[src/rtl/thread_chunk_sequencer_if.sv]
// Dispatcher <-> thread-lane reroute sequencer bundle.
// master drives launch/status inputs, slave is the sequencer.
interface thread_chunk_sequencer_if #(
    parameter int NUM_LANES = 4,
    parameter int CHUNK_W   = 2,
    parameter int PERF_W    = 32
);
    logic                 start;
    logic [1:0]           cfg_unroll;
    logic [CHUNK_W:0]     cfg_num_chunks;
    logic                 flush;
    logic [NUM_LANES-1:0] ntl_exhausted;
    logic [NUM_LANES-1:0] lane_fifo_valid;
    logic                 cgra_idle;
    logic [1:0]           unrolling_factor;
    logic [CHUNK_W-1:0]   chunk_base_addr;
    logic                 ntl_load;
    logic                 busy;
    logic                 done;
    logic                 aborted;
    logic                 err;
    logic [PERF_W-1:0]    busy_cycles;

    modport master (
        output start, cfg_unroll, cfg_num_chunks, flush,
        output ntl_exhausted, lane_fifo_valid, cgra_idle,
        input  unrolling_factor, chunk_base_addr, ntl_load,
        input  busy, done, aborted, err, busy_cycles
    );

    modport slave (
        input  start, cfg_unroll, cfg_num_chunks, flush,
        input  ntl_exhausted, lane_fifo_valid, cgra_idle,
        output unrolling_factor, chunk_base_addr, ntl_load,
        output busy, done, aborted, err, busy_cycles
    );
endinterface

[src/rtl/thread_chunk_sequencer.sv]
// Chunk sequencer for the thread-lane reroute stage: loads, runs
// and drains each chunk so config never changes with TIDs in flight.
module thread_chunk_sequencer #(
    parameter int NUM_LANES = 4,
    parameter int CHUNK_W   = 2,
    parameter int PERF_W    = 32
) (
    input logic clk,
    input logic reset,
    thread_chunk_sequencer_if.slave bus
);
    typedef enum logic [2:0] {
        IDLE, LOAD, SETTLE, RUN, DRAIN, DONE
    } state_t;

    localparam logic [CHUNK_W:0] MAX_CHUNKS = {1'b1, {CHUNK_W{1'b0}}};
    localparam logic [CHUNK_W:0] ONE        = (CHUNK_W+1)'(1);

    state_t               state;
    logic [1:0]           unroll;
    logic [CHUNK_W-1:0]   chunk;
    logic [CHUNK_W:0]     num_chunks;
    logic                 abort_pending;
    logic                 ntl_load;
    logic                 busy;
    logic                 done;
    logic                 aborted;
    logic                 err;
    logic [PERF_W-1:0]    busy_cycles;
    logic                 cfg_legal;
    logic                 last_chunk;
    logic                 drained;
    logic [NUM_LANES-1:0] mask;

    assign cfg_legal = (bus.cfg_unroll != 2'b11)
                    && (bus.cfg_num_chunks != '0)
                    && (bus.cfg_num_chunks <= MAX_CHUNKS);
    assign last_chunk = ({1'b0, chunk} == num_chunks - ONE);

    always_comb begin
        mask = '0;
        unique case (1'b1)
            (unroll == 2'b00): mask = NUM_LANES'(4'b0001);
            (unroll == 2'b01): mask = NUM_LANES'(4'b0011);
            default:           mask = NUM_LANES'(4'b1111);
        endcase
    end

    // only the outputs in use at this unroll factor must be empty
    assign drained = ((bus.lane_fifo_valid & mask) == '0) && bus.cgra_idle;

    always_ff @(posedge clk) begin
        if (reset) begin
            state         <= IDLE;
            unroll        <= '0;
            chunk         <= '0;
            num_chunks    <= '0;
            abort_pending <= 1'b0;
            ntl_load      <= 1'b0;
            busy          <= 1'b0;
            done          <= 1'b0;
            aborted       <= 1'b0;
            err           <= 1'b0;
            busy_cycles   <= '0;
        end else begin
            ntl_load <= 1'b0;
            done     <= 1'b0;
            aborted  <= 1'b0;
            if (busy && busy_cycles != '1)
                busy_cycles <= busy_cycles + PERF_W'(1);
            case (state)
                IDLE: begin
                    abort_pending <= 1'b0;
                    if (bus.start) begin
                        if (cfg_legal) begin
                            unroll      <= bus.cfg_unroll;
                            num_chunks  <= bus.cfg_num_chunks;
                            chunk       <= '0;
                            err         <= 1'b0;
                            busy_cycles <= '0;
                            ntl_load    <= 1'b1;
                            busy        <= 1'b1;
                            state       <= LOAD;
                        end else begin
                            err           <= 1'b1;
                            abort_pending <= 1'b1;
                            done          <= 1'b1;
                            aborted       <= 1'b1;
                            state         <= DONE;
                        end
                    end
                end
                LOAD: begin
                    if (bus.flush) begin
                        abort_pending <= 1'b1;
                        state         <= DRAIN;
                    end else begin
                        state <= SETTLE;
                    end
                end
                SETTLE: begin
                    if (bus.flush) begin
                        abort_pending <= 1'b1;
                        state         <= DRAIN;
                    end else begin
                        state <= RUN;
                    end
                end
                RUN: begin
                    if (bus.flush) begin
                        abort_pending <= 1'b1;
                        state         <= DRAIN;
                    end else if (&bus.ntl_exhausted) begin
                        state <= DRAIN;
                    end
                end
                DRAIN: begin
                    if (bus.flush)
                        abort_pending <= 1'b1;
                    if (drained) begin
                        if (last_chunk || abort_pending || bus.flush) begin
                            busy    <= 1'b0;
                            done    <= 1'b1;
                            aborted <= abort_pending | bus.flush;
                            state   <= DONE;
                        end else begin
                            chunk    <= chunk + 1'b1;
                            ntl_load <= 1'b1;
                            state    <= LOAD;
                        end
                    end
                end
                DONE: state <= IDLE;
                default: state <= IDLE;
            endcase
        end
    end

    assign bus.unrolling_factor = unroll;
    assign bus.chunk_base_addr  = chunk;
    assign bus.ntl_load         = ntl_load;
    assign bus.busy             = busy;
    assign bus.done             = done;
    assign bus.aborted          = aborted;
    assign bus.err              = err;
    assign bus.busy_cycles      = busy_cycles;
endmodule

[src/flat_wrapper.sv]
// flat-port wrapper written by rule: the top's interface ports become plain ports
module thread_chunk_sequencer_flat 
#(
    parameter int NUM_LANES = 4,
    parameter int CHUNK_W   = 2,
    parameter int PERF_W    = 32
)
  (clk, reset, bus_start, bus_cfg_unroll, bus_cfg_num_chunks, bus_flush, bus_ntl_exhausted, bus_lane_fifo_valid, bus_cgra_idle, bus_unrolling_factor, bus_chunk_base_addr, bus_ntl_load, bus_busy, bus_done, bus_aborted, bus_err, bus_busy_cycles);
  thread_chunk_sequencer_if #(.NUM_LANES(NUM_LANES), .CHUNK_W(CHUNK_W), .PERF_W(PERF_W)) bus_i ();
  input logic clk;
  input logic reset;
  input wire logic [$bits(bus_i.start)-1:0] bus_start;
  input wire logic [$bits(bus_i.cfg_unroll)-1:0] bus_cfg_unroll;
  input wire logic [$bits(bus_i.cfg_num_chunks)-1:0] bus_cfg_num_chunks;
  input wire logic [$bits(bus_i.flush)-1:0] bus_flush;
  input wire logic [$bits(bus_i.ntl_exhausted)-1:0] bus_ntl_exhausted;
  input wire logic [$bits(bus_i.lane_fifo_valid)-1:0] bus_lane_fifo_valid;
  input wire logic [$bits(bus_i.cgra_idle)-1:0] bus_cgra_idle;
  output wire logic [$bits(bus_i.unrolling_factor)-1:0] bus_unrolling_factor;
  output wire logic [$bits(bus_i.chunk_base_addr)-1:0] bus_chunk_base_addr;
  output wire logic [$bits(bus_i.ntl_load)-1:0] bus_ntl_load;
  output wire logic [$bits(bus_i.busy)-1:0] bus_busy;
  output wire logic [$bits(bus_i.done)-1:0] bus_done;
  output wire logic [$bits(bus_i.aborted)-1:0] bus_aborted;
  output wire logic [$bits(bus_i.err)-1:0] bus_err;
  output wire logic [$bits(bus_i.busy_cycles)-1:0] bus_busy_cycles;
  assign bus_i.start = bus_start;
  assign bus_i.cfg_unroll = bus_cfg_unroll;
  assign bus_i.cfg_num_chunks = bus_cfg_num_chunks;
  assign bus_i.flush = bus_flush;
  assign bus_i.ntl_exhausted = bus_ntl_exhausted;
  assign bus_i.lane_fifo_valid = bus_lane_fifo_valid;
  assign bus_i.cgra_idle = bus_cgra_idle;
  assign bus_unrolling_factor = bus_i.unrolling_factor;
  assign bus_chunk_base_addr = bus_i.chunk_base_addr;
  assign bus_ntl_load = bus_i.ntl_load;
  assign bus_busy = bus_i.busy;
  assign bus_done = bus_i.done;
  assign bus_aborted = bus_i.aborted;
  assign bus_err = bus_i.err;
  assign bus_busy_cycles = bus_i.busy_cycles;
  thread_chunk_sequencer #(.NUM_LANES(NUM_LANES), .CHUNK_W(CHUNK_W), .PERF_W(PERF_W)) u_core (.clk(clk), .reset(reset), .bus(bus_i));
endmodule
[config.mk]
export PLATFORM = sky130hd
export DESIGN_NAME = thread_chunk_sequencer_flat
export DESIGN_NICKNAME = d
export VERILOG_FILES = /design/src/rtl/thread_chunk_sequencer_if.sv /design/src/rtl/thread_chunk_sequencer.sv /design/src/flat_wrapper.sv
export SDC_FILE = /design/constraint.sdc
export NUM_CORES = 1
export LEC_CHECK = 0
export ABC_CLOCK_PERIOD_IN_PS = 2300
export CORE_MARGIN = 5
export CORE_UTILIZATION = 45
export DETAILED_ROUTE_END_ITERATION = 6
export PLACE_DENSITY = 0.76
export SLEW_MARGIN = 5
export SYNTH_ARGS = -nofsm -noshare
export SYNTH_HDL_FRONTEND = slang
export SYNTH_SLANG_ARGS = --single-unit
[constraint.sdc]
create_clock -name clk -period 2.3 [get_ports clk]
set_clock_uncertainty 0.2 [all_clocks]
set_input_delay 0.23 -clock clk [delete_from_list [all_inputs] [get_ports clk]]
set_output_delay 0.23 -clock clk [all_outputs]
set_load 0.01 [all_outputs]
==> metrics.txt <==
Initial Util between 40% and 50%; Min-Delay Path Class reg -> reg; DIE HEIGHT around 84 um; Worst EP required about 2.3 ns; CTS root buf clkbuf_8; Synth Register Bits 48; clock transition at the registers of the reported paths about 0.08 ns; # clock sinks 48; post-synthesis net count a little over 300; total power ~1900 uW; GPL Wtd Cong around 0.85; Cell Pwr Density approximately 560 nW/um^2; WL/cell between 10 and 15 um; Die Width between 80 and 90 um; YS warnings 0; via/cell ratio around 5.8; Design Area, Final between 3000 and 4000 um^2; Async SR Flop Fraction 0%; first-pass GRT wire length slightly above 10 mm; largest stage delay on the critical path roughly 0.59 ns; Area Growth Syn to Fin 38.1%; IO buf count 58; Critical path buffers and inverters 1; vias after detailed routing between 2000 and 3000; total track usage ~17%; sequential fraction of the synthesis area 39.3%; Yosys cell types 51; dpl cell area 3260 um^2; Mapped Area ~2400 um^2; Arrival @ worst endpoint 2.20 ns; Worst-Skew Late Latency approximately 0.3 ns; CP Class reg -> reg; Register Area 965 um^2; LEAKAGE 0.00112 uW; status finished, final reports clean; max-slew violations 0; IO Pins between 50 and 60; critical-path maximum fanout 13; DIE AREA 7010 um^2; critical-path cell list nand4_1, or4_4, o31ai_4, buf_4, nor4_1, o21a_1; total gr overflow 0; Max IR drop VDD slightly below 0.4 mV; n_diodes 0; core area around 5200 um^2; Critical-path top delay cell or4_4; initial antenna violation count 0; largest net degree at the start of global routing 24; CTS Buffer Depth 2; CP endpoint kind flip-flop; drt drc 0; hold_buf cts 0; First-pass DRT Iterations 5; fill cell count about 450; ANT nets after route 0; Tcrit/Tclk final between 90% and 100%; most frequent cells in the layout clkdlybuf4s50_1, dfxtp_1, a21oi_1; min Tclk post-route 2.21 ns; Setup violations, final 0; Starting DRT DRC Count around 160; commonest non-fill, non-tap cell in the layout clkdlybuf4s50_1; Worst-Margin Slew ~0.47 ns; number of flops mapped to enable cells by yosys 0; max_slew headroom 68.1%; Syn Area/Cell approximately 8.5 um^2; vias in the first global route ~2300; startpoint types flip-flop; Main synth FF type dfxtp_1; fmax about 450 MHz; TritonCTS Buffers 5; Rows 26; final hold vios 0; CTS tree done; Max Cap Viol 0; Post-CTS Setup Inserts 0; total wire length about 6.3 mm; hpwl dp between 4 and 5 mm; multi-input combinational cell area approximately 1400 um^2; Clock H-tree levels 2; delay-heaviest family, CP simple AND/OR/NAND/NOR gates; layout cell share with drive strength beyond 1 ~13%; synthesized instance count 288; nets about 390
-- cells in the mapped netlist (all sizes together), types with 3 or more instances --
cell type / n / area [um^2]
a21oi: 33 / 173
and2: 4 / 25.0
buf: 7 / 47.6
clkbuf: 5 / 18.8
dfxtp: 48 / 961
inv: 7 / 26.3
mux2i: 9 / 90.1
nand2: 20 / 75.1
nand3: 14 / 70.1
nand4: 12 / 81.3
nor2: 18 / 67.6
nor3: 4 / 20.0
nor4: 4 / 25.0
o21a: 3 / 22.5
o21ai: 12 / 60.1
o31ai: 17 / 141
or2: 6 / 37.5
or3: 13 / 81.3
or4: 16 / 124
xnor2: 4 / 35.0
-- routing by layer --
| metal | wire length, um | up-vias | track usage, % |
|---|---|---|---|
| li1 | - | 1260 | - |
| met1 | 2760 | 1195 | 21.3 |
| met2 | 3090 | 52 | 30.1 |
| met3 | 322 | 6 | 3.75 |
| met4 | 75 | 0 | 4.39 |
| met5 | 0 | - | 0 |
-- where the power goes --
group	internal, uW	switching, uW	leakage (uW)
sequential	871	44.6	0.000390
combinational	194	210	0.000684
clock	312	263	0.0000501
-- cell families (layout without fill, tap and decap cells) --
family	after synthesis	count (layout)	synth area share [%]
simple gates	124	124	28.8
xor+xnor	5	5	1.79
fa+ha+maj	3	3	1.43
compound gates	80	80	21.3
buf+inv	19	98	3.78
flops	48	48	39.3
mux	9	9	3.68
-- layout make-up --
cell class                 count  area share (%)
clock buffer                   5            2.04
sequential                    48            28.5
inverter                       7           0.777
clock inverter                 1           0.888
tap                           70            2.59
timing repair buffer          85            23.6
multi-input combinational    221            41.5
-- flip-flops by register name (all words and copies together) (netlist names) --
register	cells
u_core.bus.busy	1
u_core.abort_pending	1
u_core.bus.unrolling_factor	2
u_core.bus.err	1
u_core.bus.done	1
u_core.state	3
u_core.bus.busy_cycles	32
u_core.bus.ntl_load	1
u_core.bus.aborted	1
u_core.num_chunks	3
u_core.bus.chunk_base_addr	2
-- final timing paths --
kind	startpoint	endpoint	slack, ns	cells after the start
setup / recovery	u_core.bus.busy_cycles[9]	u_core.bus.busy_cycles[21]	0.09	6
hold / removal	u_core.bus.err	u_core.bus.err	0.28	1
setup reg to reg	u_core.bus.busy_cycles[9]	u_core.bus.busy_cycles[21]	0.09	6
hold reg to reg	u_core.bus.err	u_core.bus.err	0.28	1
-- timing repair --
action | CTS | global route
pin swaps | 0 | 1
hold endpoints to repair | 0 | 0
resized for setup | 1 | 5
setup endpoints to repair | 2 | 18
cloned | 0 | 0
-- metrics by stage --
step	util (%)	worst slack, ns	hold slack, ns	TNS, ns	std cells
floorplan	-	0.00244	0.102	0	288
global placement	62.7	0.0479	0.255	0	431
detailed placement	62.7	0.00596	0.265	0	431
CTS	64.7	0.0363	0.285	0	437
global route	65.0	-0.00249	0.331	-0.00249	437
finish	65.0	0.0921	0.276	0	437
No activity file was read; power rests on OpenSTA's default activity.
